[src/rtl/mmcm_drp_reconfig.sv]
// mmcm_drp_reconfig: masked DRP read-modify-write of MMCM registers while mmcm_rst is held, then waits for lock.
// Define MMCM_DRP_READBACK_EN to re-read and verify every written register.
module mmcm_drp_reconfig #(
  parameter int RST_HOLD = 4,
  parameter int DRDY_TIMEOUT = 64,
  parameter int LOCK_TIMEOUT = 65535
) (
  input  logic        clk,
  input  logic        resetn,
  input  logic        req_valid,
  output logic        req_ready,
  input  logic [6:0]  req_addr,
  input  logic [15:0] req_data,
  input  logic [15:0] req_mask,
  input  logic        req_last,
  output logic [6:0]  daddr,
  output logic [15:0] di,
  output logic        den,
  output logic        dwe,
  input  logic [15:0] do_in,
  input  logic        drdy,
  output logic        mmcm_rst,
  input  logic        locked,
  output logic        busy,
  output logic        done,
  output logic        err,
  output logic [1:0]  err_code
);
  localparam int CMAX = (LOCK_TIMEOUT > DRDY_TIMEOUT) ?
    ((LOCK_TIMEOUT > RST_HOLD) ? LOCK_TIMEOUT : RST_HOLD) :
    ((DRDY_TIMEOUT > RST_HOLD) ? DRDY_TIMEOUT : RST_HOLD);
  localparam int CW = $clog2(CMAX + 1);
  typedef enum logic [3:0] {
    S_IDLE, S_RST_HOLD, S_RD, S_RD_WAIT, S_WR, S_WR_WAIT,
`ifdef MMCM_DRP_READBACK_EN
    S_VFY, S_VFY_WAIT,
`endif
    S_NEXT, S_RELEASE, S_LOCK_WAIT, S_DONE
  } state_t;
  state_t state, state_n;
  logic [CW-1:0] cnt;
  logic [6:0] addr_q;
  logic [15:0] data_q, mask_q, do_cap, wr_val;
  logic last_q, take, fail, tmo;
  logic [1:0] code_n;
  assign wr_val = (do_cap & mask_q) | (data_q & ~mask_q);
  assign tmo = cnt == CW'(DRDY_TIMEOUT - 1);
  assign daddr = den ? addr_q : '0;
  assign di = dwe ? wr_val : '0;
  assign mmcm_rst = !(state inside {S_IDLE, S_RELEASE, S_LOCK_WAIT, S_DONE});
  assign busy = !(state inside {S_IDLE, S_DONE});
  assign done = state == S_DONE;
  always_comb begin
    state_n = state;
    take = 1'b0;
    fail = 1'b0;
    code_n = 2'b01;
    req_ready = 1'b0;
    den = 1'b0;
    dwe = 1'b0;
    case (state)
      S_IDLE: begin
        req_ready = resetn;
        take = req_valid & resetn;
        state_n = take ? S_RST_HOLD : S_IDLE;
      end
      S_RST_HOLD: state_n = (cnt == CW'(RST_HOLD - 1)) ? S_RD : S_RST_HOLD;
      S_RD: begin
        den = 1'b1;
        state_n = S_RD_WAIT;
      end
      S_RD_WAIT: begin
        fail = !drdy && tmo;
        state_n = drdy ? S_WR : fail ? S_IDLE : S_RD_WAIT;
      end
      S_WR: begin
        den = 1'b1;
        dwe = 1'b1;
        state_n = S_WR_WAIT;
      end
      S_WR_WAIT: begin
        fail = !drdy && tmo;
`ifdef MMCM_DRP_READBACK_EN
        state_n = drdy ? S_VFY : fail ? S_IDLE : S_WR_WAIT;
`else
        state_n = drdy ? S_NEXT : fail ? S_IDLE : S_WR_WAIT;
`endif
      end
`ifdef MMCM_DRP_READBACK_EN
      S_VFY: begin
        den = 1'b1;
        state_n = S_VFY_WAIT;
      end
      S_VFY_WAIT: begin
        fail = drdy ? (do_in != wr_val) : tmo;
        code_n = drdy ? 2'b11 : 2'b01;
        state_n = fail ? S_IDLE : drdy ? S_NEXT : S_VFY_WAIT;
      end
`endif
      S_NEXT: begin
        req_ready = !last_q;
        take = req_valid & !last_q;
        state_n = last_q ? S_RELEASE : take ? S_RD : S_NEXT;
      end
      S_RELEASE: state_n = S_LOCK_WAIT;
      S_LOCK_WAIT: begin
        fail = !locked && cnt == CW'(LOCK_TIMEOUT - 1);
        code_n = 2'b10;
        state_n = locked ? S_DONE : fail ? S_IDLE : S_LOCK_WAIT;
      end
      S_DONE: state_n = S_IDLE;
      default: state_n = S_IDLE;
    endcase
  end
  // cnt restarts on every state change, so each wait measures from its own entry
  always_ff @(posedge clk) begin
    if (!resetn) begin
      state <= S_IDLE;
      cnt <= '0;
      addr_q <= '0;
      data_q <= '0;
      mask_q <= '0;
      last_q <= 1'b0;
      do_cap <= '0;
      err <= 1'b0;
      err_code <= 2'b00;
    end else begin
      state <= state_n;
      cnt <= (state_n != state) ? '0 : (&cnt) ? cnt : cnt + 1'b1;
      if (take) begin
        addr_q <= req_addr;
        data_q <= req_data;
        mask_q <= req_mask;
        last_q <= req_last;
      end
      if (state == S_RD_WAIT && drdy) do_cap <= do_in;
      if (fail) begin
        err <= 1'b1;
        err_code <= code_n;
      end else if (take) begin
        err <= 1'b0;
        err_code <= 2'b00;
      end
    end
  end
endmodule

[config.mk]
export PLATFORM = sky130hd
export DESIGN_NAME = mmcm_drp_reconfig
export DESIGN_NICKNAME = d
export VERILOG_FILES = /design/src/rtl/mmcm_drp_reconfig.sv
export SDC_FILE = /design/constraint.sdc
export NUM_CORES = 1
export LEC_CHECK = 0
export ABC_AREA = 1
export CAP_MARGIN = 0
export CORE_MARGIN = 4
export CORE_UTILIZATION = 53
export DETAILED_ROUTE_END_ITERATION = 16
export PLACE_DENSITY = 0.85
export SKIP_CTS_REPAIR_TIMING = 1
export SLEW_MARGIN = 20
export SYNTH_ARGS = -nofsm -noshare
export SYNTH_HDL_FRONTEND = slang
export SYNTH_SLANG_ARGS = --single-unit
[constraint.sdc]
create_clock -name clk -period 5.35 [get_ports clk]
set_clock_uncertainty 0.15 [all_clocks]
set_input_delay 0.8025 -clock clk [delete_from_list [all_inputs] [get_ports clk]]
set_output_delay 0.8025 -clock clk [all_outputs]
set_load 0.05 [all_outputs]
==> results.py <==
metrics = {
    "cells_and_area": {
        "drive_above_1_share": 0.0894,
        "area_delta_synth_final_pct": 32.3,
        "design.final.nets": 651,
        "fillCellCount": 527,
        "register_area_mm2": 0.00158,
        "multi_input_area_mm2": 0.00187,
        "antenna_cells": 0,
    },
    "synthesis": {
        "synth_top_area_frac": 0.428,
        "ys_warn_count": 0,
        "synth_seq_cells": 79,
        "synth-edff-count": 0,
        "synth_area_leaders": "dfxtp_1, nor2_1, nand2_1",
        "synth_cell_types": 28,
        "yosys.area.top_type": "dfxtp_1",
        "synthCells": 503,
        "synthFlopType": "dfxtp_1",
        "synth_area_mm2": 0.00370,
        "ys_seq_area_frac": 0.428,
        "synthTopCellsByCount": "nor2_1, nand2_1, dfxtp_1",
        "synth-async-reset-ratio": 0,
        "synth_area_per_cell_um2": 7.35,
        "synth.most_common_cell": "nor2_1",
        "syn-num-nets": 566,
    },
    "flow_run": {
        "cap_violations": 0,
    },
    "global_route": {
        "antenna_found_initial": 0,
        "grt_pass1_wl_um": 15000,
        "grt.total_usage": 0.218,
        "overflow": 0,
        "grt_max_degree": 52,
        "grt_pass1_vias": 3429,
    },
    "power": {
        "p_leak_uw": 0.00190,
        "p_per_area_mw_per_mm2": 270,
        "vdd_ir_drop_max_mv": 0.164,
    },
    "timing": {
        "relSlewSlack": 0.357,
        "fin_crit_sh": 0.773,
        "tightestPinTransition_ns": 0.962,
        "tns_ns": 0,
        "setup_viol": 0,
        "period_needed_ns": 4.14,
        "drv_slew": 0,
        "final_hold_viol_count": 0,
        "grt_setup_unrepaired": "no",
        "fin_worst_hold_slack_ns": 0.308,
        "fmax_mhz": 242,
    },
    "critical_path": {
        "cp_max_fo": 46,
        "crit_path_end_kind": "output port",
        "cp.required_ns": 4.40,
        "crit_chain": "clkdlybuf4s50_1, buf_4, inv_1, o22ai_1, clkdlybuf4s50_1",
        "critPathKind": "input pin to output port",
        "arrival_ns": 3.18,
        "critPathSlowestCell": "clkdlybuf4s50_1",
        "rrSetupSlack_ns": 2.37,
        "timing.rr.start": "state[2]",
        "timing.critical_path.from": "resetn",
        "critPathMostFrequentCell": "clkdlybuf4s50_1",
        "cpPeakStageDelay_ns": 0.83,
        "startpoint_type": "input pin",
    },
    "cts": {
        "cts_buffer_depth": 2,
        "root_buffer": "clkbuf_8",
        "htree_levels": 3,
        "cts_buffers": 9,
        "cts_tree": "done",
        "clock_latency_ns": 0.35,
        "clkTransAtPathRegs_ns": 0.09,
        "cts_sinks": 79,
    },
    "floorplanning": {
        "rows": 30,
        "core_mm2": 0.00679,
        "io_pins": 93,
        "die_y_um": 91.5,
        "initial_core_util": 0.544,
        "die_x_um": 91.5,
        "die_area_mm2": 0.00837,
    },
    "placed_design": {
        "port_buffers": 92,
        "dp_hpwl_um": 6270,
        "globalplace.congestion": 0.853,
    },
    "route": {
        "dr_total_vias": 3484,
        "antenna_left": 0,
        "via_per_inst": 5.06,
        "detail_route.wl_per_cell_um": 13.0,
        "drt_iter0_drc": 263,
        "drt-total-wl_um": 8960,
        "drc": 0,
        "firstDrtPassIters": 5,
    },
    "worst_hold_path": {
        "hold_start": "addr_q[3]",
        "hp-class": "flip-flop to flip-flop",
    },
    "outcome": {
        "status": "complete, no violations",
    },
}
## critical path: cells and delay by family
kind	cells	cell delay [ns]
buffers and inverters	4	2.08
AOI/OAI and AO/OA	1	0.29
## layer usage
layer | vias to the layer above | part of all wire | track usage
met5 | - | 0 | 0
met1 | 1578 | 0.45 | 0.274
li1 | 1764 | - | -
met3 | 17 | 0.066 | 0.0522
met4 | 0 | 0.022 | 0.111
met2 | 125 | 0.47 | 0.348
## cell type report
class / count / share of cell area
repair buffers: 93 / 0.190
clock buffers: 10 / 0.0261
well taps: 96 / 0.0246
clock inverters: 6 / 0.0235
multi-input cells: 366 / 0.382
inverters: 39 / 0.0299
flip-flops and latches: 79 / 0.324
## metrics by stage
step | total power, µW | instances | cell area (µm²) | util | worst slack (ns)
finish | 1320 | 689 | 4890 | 0.720 | 1.21
floorplan | 730 | 503 | 3700 | - | 1.72
global placement | 789 | 673 | 4650 | 0.684 | 1.25
CTS | 1330 | 689 | 4890 | 0.720 | 1.21
detailed placement | 793 | 673 | 4650 | 0.684 | 1.22
global route | 1370 | 689 | 4890 | 0.720 | 1.09
## cells by family (layout without fill, tap and decap cells)
kind of cell | count (synthesis) | count (layout) | synth area share
compound gates | 78 | 78 | 0.107
flops | 79 | 79 | 0.428
xor+xnor | 13 | 13 | 0.0308
mux | 16 | 16 | 0.0433
fa+ha+maj | 2 | 2 | 0.00677
buf+inv | 58 | 148 | 0.0663
simple gates | 257 | 257 | 0.318
## sequential cells by signal, summed over array words and instances (netlist names)
signal and cells:
last_q 1, state 4, data_q 16, cnt 16, mask_q 16, do_cap 16
err 1, err_code 2, addr_q 7
## power by group
part	internal (µW)	total (µW)	switching, µW
registers	615	631	16.3
logic	71.3	149	77.9
clock network	313	538	224
total	1000	1320	319
## path summary, 6_finish.rpt
kind | end | depth (start not counted)
worst max-delay path | req_ready | 5
worst min register to register | addr_q[3] | 2
worst min-delay path | addr_q[3] | 2
worst max register to register | addr_q[2] | 8
## cells in the final DEF (no fill, tap or decap), types with 2 or more instances in the layout
| cell type | count |
|---|---|
| nor2_1 | 119 |
| clkdlybuf4s50_1 | 92 |
| nand2_1 | 82 |
| dfxtp_1 | 79 |
| o21ai_0 | 42 |
| a21oi_1 | 33 |
| inv_1 | 30 |
| mux2i_1 | 16 |
| nand3_1 | 16 |
| nor2_4 | 14 |
| xor2_1 | 10 |
| clkbuf_8 | 9 |
| nor2_2 | 8 |
| inv_2 | 6 |
| nand2_2 | 5 |
| nand4_1 | 4 |
| nand2_4 | 3 |
| nor3_1 | 3 |
| clkinv_1 | 3 |
| xnor2_1 | 3 |
| bufinv_16 | 3 |
| ha_1 | 2 |
| inv_6 | 2 |
No activity file was read; power rests on OpenSTA's default activity.
